`src/rtl/rr_arb_hold.sv`:
```
// Round-robin arbiter with held grant tenures: a grant lasts until the request drops,
// WEIGHT beats complete (unless locked), or the tenure sits idle for TIMEOUT_CNT_MAX cycles.
module rr_arb_hold #(
  parameter int NREQ            = 4,
  parameter int WEIGHT          = 4,
  parameter int TIMEOUT_CNT_MAX = 32,
  parameter int IDX_WIDTH       = $clog2(NREQ)
) (
  input  logic                 clk,
  input  logic                 rst,
  input  logic [NREQ-1:0]      reqBus,
  input  logic                 lock,
  input  logic                 beat,
  output logic [NREQ-1:0]      grantBus,
  output logic                 grantValid,
  output logic [IDX_WIDTH-1:0] grantIdx,
  output logic                 timeoutEvt
);
  localparam int BW = $clog2(WEIGHT + 1);
  localparam int TW = $clog2(TIMEOUT_CNT_MAX + 1);

  // state | meaning
  // IDLE  | no tenure; pick a winner from base when any request is up
  // GRANT | tenure in progress; count beats and idle cycles until release
  typedef enum logic {IDLE, GRANT} state_t;

  state_t               state, state_nxt;
  logic [NREQ-1:0]      base, base_nxt;
  logic [NREQ-1:0]      grant_nxt;
  logic [IDX_WIDTH-1:0] idx_nxt;
  logic [BW-1:0]        beat_cnt, beat_cnt_nxt, beat_inc;
  logic [TW-1:0]        idle_cnt, idle_cnt_nxt, idle_inc;
  logic                 timeout_nxt;
  logic [NREQ-1:0]      win_oh;
  logic [IDX_WIDTH-1:0] win_idx;
  logic [IDX_WIDTH-1:0] base_idx;
  logic                 found;
  logic                 rel_drop, rel_weight, rel_timeout;

  // Search starts at the pointer and wraps past the top requester.
  always_comb begin
    int j;
    win_oh   = '0;
    win_idx  = '0;
    base_idx = '0;
    found    = 1'b0;
    j        = 0;
    for (int i = 0; i < NREQ; i++)
      if (base[i]) base_idx = IDX_WIDTH'(i);
    for (int k = 0; k < NREQ; k++) begin
      j = int'(base_idx) + k;
      if (j >= NREQ) j = j - NREQ;
      if (!found && reqBus[j]) begin
        found      = 1'b1;
        win_oh[j]  = 1'b1;
        win_idx    = IDX_WIDTH'(j);
      end
    end
  end

  always_comb begin
    beat_inc = beat_cnt;
    if (beat && (beat_cnt != BW'(WEIGHT))) beat_inc = beat_cnt + BW'(1);
    idle_inc = '0;
    if (!beat)
      idle_inc = (idle_cnt == TW'(TIMEOUT_CNT_MAX)) ? idle_cnt : idle_cnt + TW'(1);
  end

  always_comb begin
    state_nxt    = state;
    grant_nxt    = grantBus;
    idx_nxt      = grantIdx;
    base_nxt     = base;
    beat_cnt_nxt = beat_cnt;
    idle_cnt_nxt = idle_cnt;
    timeout_nxt  = 1'b0;
    rel_drop     = 1'b0;
    rel_weight   = 1'b0;
    rel_timeout  = 1'b0;
    case (state)
      IDLE: begin
        if (|reqBus) begin
          grant_nxt = win_oh;
          idx_nxt   = win_idx;
          state_nxt = GRANT;
        end
      end
      GRANT: begin
        beat_cnt_nxt = beat_inc;
        idle_cnt_nxt = idle_inc;
        rel_drop     = ~|(reqBus & grantBus);
        rel_weight   = (beat_inc == BW'(WEIGHT)) && !lock;
        rel_timeout  = (idle_inc == TW'(TIMEOUT_CNT_MAX));
        if (rel_drop || rel_weight || rel_timeout) begin
          grant_nxt    = '0;
          idx_nxt      = '0;
          base_nxt     = {grantBus[NREQ-2:0], grantBus[NREQ-1]};
          beat_cnt_nxt = '0;
          idle_cnt_nxt = '0;
          timeout_nxt  = rel_timeout;
          state_nxt    = IDLE;
        end
      end
      default: state_nxt = IDLE;
    endcase
  end

  always_ff @(posedge clk or posedge rst) begin
    if (rst) begin
      state      <= IDLE;
      base       <= NREQ'(1);
      grantBus   <= '0;
      grantValid <= 1'b0;
      grantIdx   <= '0;
      timeoutEvt <= 1'b0;
      beat_cnt   <= '0;
      idle_cnt   <= '0;
    end else begin
      state      <= state_nxt;
      base       <= base_nxt;
      grantBus   <= grant_nxt;
      grantValid <= |grant_nxt;
      grantIdx   <= idx_nxt;
      timeoutEvt <= timeout_nxt;
      beat_cnt   <= beat_cnt_nxt;
      idle_cnt   <= idle_cnt_nxt;
    end
  end
endmodule

```
`config.mk`:
```
export PLATFORM = sky130hd
export DESIGN_NAME = rr_arb_hold
export DESIGN_NICKNAME = d
export VERILOG_FILES = /design/src/rtl/rr_arb_hold.sv
export SDC_FILE = /design/constraint.sdc
export NUM_CORES = 1
export LEC_CHECK = 0
export ABC_AREA = 0
export BUFFER_PORTS_ARGS = -buffer_cell sky130_fd_sc_hd__buf_2
export CAP_MARGIN = 0
export CORE_UTILIZATION = 63
export DETAILED_ROUTE_END_ITERATION = 8
export HOLD_SLACK_MARGIN = 0.15
export PLACE_DENSITY = 0.84
export SLEW_MARGIN = 10
export SYNTH_ARGS = -nofsm -noshare
export SYNTH_HDL_FRONTEND = slang
export SYNTH_SLANG_ARGS = --single-unit
export TNS_END_PERCENT = 5
```
`constraint.sdc`:
```
create_clock -name clk -period 3.75 [get_ports clk]
set_clock_uncertainty 0.2 [all_clocks]
set_input_delay 0.1875 -clock clk [delete_from_list [all_inputs] [get_ports clk]]
set_output_delay 0.1875 -clock clk [all_outputs]
set_load 0.05 [all_outputs]
```
==> flow_metrics.py <==
metrics = {
    "outcome": {
        "outcome": "completed",
    },
    "placed_design": {
        "dp_cells": 218,
        "hpwl_mm": 2.65,
        "gp_congestion": 0.938,
        "portBuffers": 15,
        "pre_cts_ws_ns": 0.638,
    },
    "yosys": {
        "synthAdderAreaFrac_pct": 3.09,
        "ys_warn_count": 0,
        "ys_ff_latch": 21,
        "syn_inst": 185,
        "synth_cell_type_count": 56,
        "synth_top_family_by_area": "compound AO/OA/AOI/OAI gates",
        "yosys-top-cells-count": "dfrtp_1 (21), inv_1 (13), nand2_1 (13)",
        "synth.net_count": 197,
        "synth.area.mux_share_pct": 6.10,
        "synth.most_common_cell": "dfrtp_1",
        "synth_xor_xnor_area_share_pct": 0,
        "synth_top_area_share_pct": 32.4,
        "ys.flop_type": "dfrtp_1",
        "syn-cell-area_mm2": 0.00162,
        "synth_top_cell_by_area": "dfrtp_1",
        "synth_simple_gate_area_share_pct": 22.5,
        "avgSynthCellArea_um2": 8.77,
        "synth_edf_count": 0,
        "synth_compound_gate_area_share_pct": 29.6,
        "synthArstFlopShare_pct": 100,
        "synth_area_leaders": "dfrtp_1 (32%), mux2_2 (4.9%), ha_1 (3.1%)",
        "yosysSeqAreaShare_pct": 32.4,
    },
    "detailed_routing": {
        "drtIter0Drc": 54,
        "vias_per_cell": 6.68,
        "wl_per_cell_um": 16.1,
        "ant_nets": 0,
        "drc": 0,
        "vias": 1497,
        "routed_wl_mm": 3.62,
        "dr.pass1.iters": 4,
    },
    "clocking": {
        "root_buffer": "clkbuf_4",
        "cts_buffer_depth": 2,
        "cts_tree": "done",
        "clock_latency_ns": 0.31,
        "htree_levels": 1,
        "postCtsSetupRepairBufs": 0,
        "cts-buffers-inserted": 3,
        "path_clk_slew_ns": 0.12,
        "cts.sinks": 21,
    },
    "worst_setup_path": {
        "cp_max_fo": 11,
        "end_kind": "flop",
        "worstPathRequired_ns": 3.74,
        "r2r-start": "idle_cnt[0]$_DFFE_PP0P_",
        "startpoint_type": "flop",
        "r2r_cells": 8,
        "r2r_slack_ns": 0.59,
        "rr_endpoint": "grantValid$_DFF_PP0_",
        "cp-endpoint": "grantValid$_DFF_PP0_",
        "crit_start": "idle_cnt[0]$_DFFE_PP0P_",
        "arrival_ns": 3.15,
        "worstSetupPathType": "flop to flop",
    },
    "floorplan": {
        "die_height_um": 52.7,
        "die-area_mm2": 0.00278,
        "ioPinCount": 16,
        "coreArea_mm2": 0.00245,
        "die_x_um": 52.7,
        "num_rows": 18,
        "start_util_pct": 66.1,
    },
    "cells_and_area": {
        "multi_input_comb_area_um2": 993,
        "fin_cells": 224,
        "diodes": 0,
        "regArea_um2": 526,
        "syn_to_final_growth_pct": 6.48,
        "fill_cells": 184,
        "drive_gt1_share_pct": 17.0,
        "fin_nets": 207,
    },
    "power": {
        "clkPwrFrac_pct": 9.0,
        "p_switching_uw": 634,
        "p_seq_share_pct": 31.3,
        "p_sw_share_pct": 50.6,
        "max-vdd-ir-drop_uv": 645,
        "pwr-share-comb_pct": 59.6,
        "p_int_uw": 619,
        "p_leak_nw": 0.720,
        "powerDensity_mw_per_mm2": 726,
        "finalPower_mw": 1.25,
    },
    "sta": {
        "rsz0062_at_grt": "no",
        "slew_headroom_pct": 25.7,
        "fin_ws_ns": 0.592,
        "setup_tns_ns": 0,
        "fin_crit_sh_pct": 84.2,
        "tightest_slew_ns": 1.11,
        "timing.hold.ws_ns": 0.182,
        "max_freq_mhz": 317,
        "drv_slew": 0,
        "setup_viol": 0,
        "hold_viol_final": 0,
        "min_period_ns": 3.16,
    },
    "hold_path": {
        "hp-class": "primary input to flop",
    },
    "global_route": {
        "grt_overflow_total": 0,
        "grt_pass1_vias": 1307,
        "antenna_found_initial": 0,
        "grt_max_degree": 22,
        "grt_pass1_wl_mm": 5.93,
        "grtUsageTotal_pct": 29.2,
    },
    "flow_run": {
        "maxCapViolations": 0,
    },
}
-- layout by cell type (no fill, tap or decap), types with 3 or more instances in the layout --
master / count
clkbuf_4: 3
o211ai_1: 4
dfrtp_1: 21
nand2_1: 13
nand2b_1: 3
inv_1: 13
o21ai_0: 10
ha_1: 4
buf_2: 15
nor4_1: 3
o31ai_1: 4
nor2b_1: 7
nand3_1: 3
nor2_1: 11
or4_1: 3
a22oi_1: 3
a22o_1: 4
a21oi_1: 9
nor3_1: 6
mux2_2: 7
-- metal layers --
| metal | vias to the layer above | part of all wire [%] | global-route usage [%] |
|---|---|---|---|
| met5 | - | 0 | 0 |
| met4 | 0 | 1.9 | 10.5 |
| met3 | 11 | 8.2 | 4.35 |
| met1 | 689 | 46 | 42.4 |
| li1 | 722 | - | - |
| met2 | 75 | 44 | 43.5 |
-- how the worst min path moves through the flow --
stage                   start                       to  slack (ns)  cells past startpoint
floorplan                 rst      base[1]$_DFFE_PP0P_       -0.04                      1
global placement          rst  idle_cnt[5]$_DFFE_PP0P_        0.16                      2
detailed placement        rst  idle_cnt[5]$_DFFE_PP0P_        0.18                      2
CTS                 reqBus[1]          state$_DFF_PP0_        0.17                      3
global route        reqBus[1]          state$_DFF_PP0_        0.20                      3
finish              reqBus[1]          state$_DFF_PP0_        0.18                      3
-- critical path: stages, from the launching register on --
cell     delay [ns]
dfrtp_1        0.50
inv_1          0.10
ha_1           0.21
nand2_1        0.18
o211a_1        0.18
o22ai_2        0.11
o31ai_1        0.90
o31ai_1        0.17
or4_1          0.51
-- repair_timing --
| item | 4_1_cts | 5_1_grt |
|---|---|---|
| hold buffers | 2 | 0 |
| gates resized for setup | 0 | 0 |
| endpoints found under the hold margin | 25 | 0 |
-- power groups by stage --
stage	clock, mW	sequential (mW)	combinational [mW]
6_report	0.113	0.393	0.747
4_1_cts	0.115	0.392	0.738
3_5_place_dp	0	0.397	0.732
3_3_place_gp	0	0.393	0.711
5_1_grt	0.121	0.409	0.819
2_1_floorplan	0	0.442	0.549
-- state kept, by name (all words and copies together), names as in the netlist --
register / flops
base: 3
beat_cnt: 3
grantBus: 4
grantIdx: 2
grantValid: 1
idle_cnt: 6
state: 1
timeoutEvt: 1
-- logic make-up after synthesis --
kind of cell / after synthesis
compound gates: 64
flops: 21
mux: 9
buf+inv: 25
simple gates: 62
fa+ha+maj: 4
-- per-stage QoR --
stage / utilization (%) / area [um^2]
2_1_floorplan: - / 1620
3_3_place_gp: 68.5 / 1680
3_5_place_dp: 68.5 / 1680
4_1_cts: 70.3 / 1730
5_1_grt: 70.3 / 1730
6_report: 70.3 / 1730
-- area by class of cell --
cell class                      instances  share of cell area (%)
Clock buffer                            4                    1.52
Inverter                               13                    2.83
Multi-Input combinational cell        139                    57.5
Sequential cell                        21                    30.4
Tap cell                               30                    2.17
Timing Repair Buffer                   17                    5.51
(Power assumes the default switching activity.)
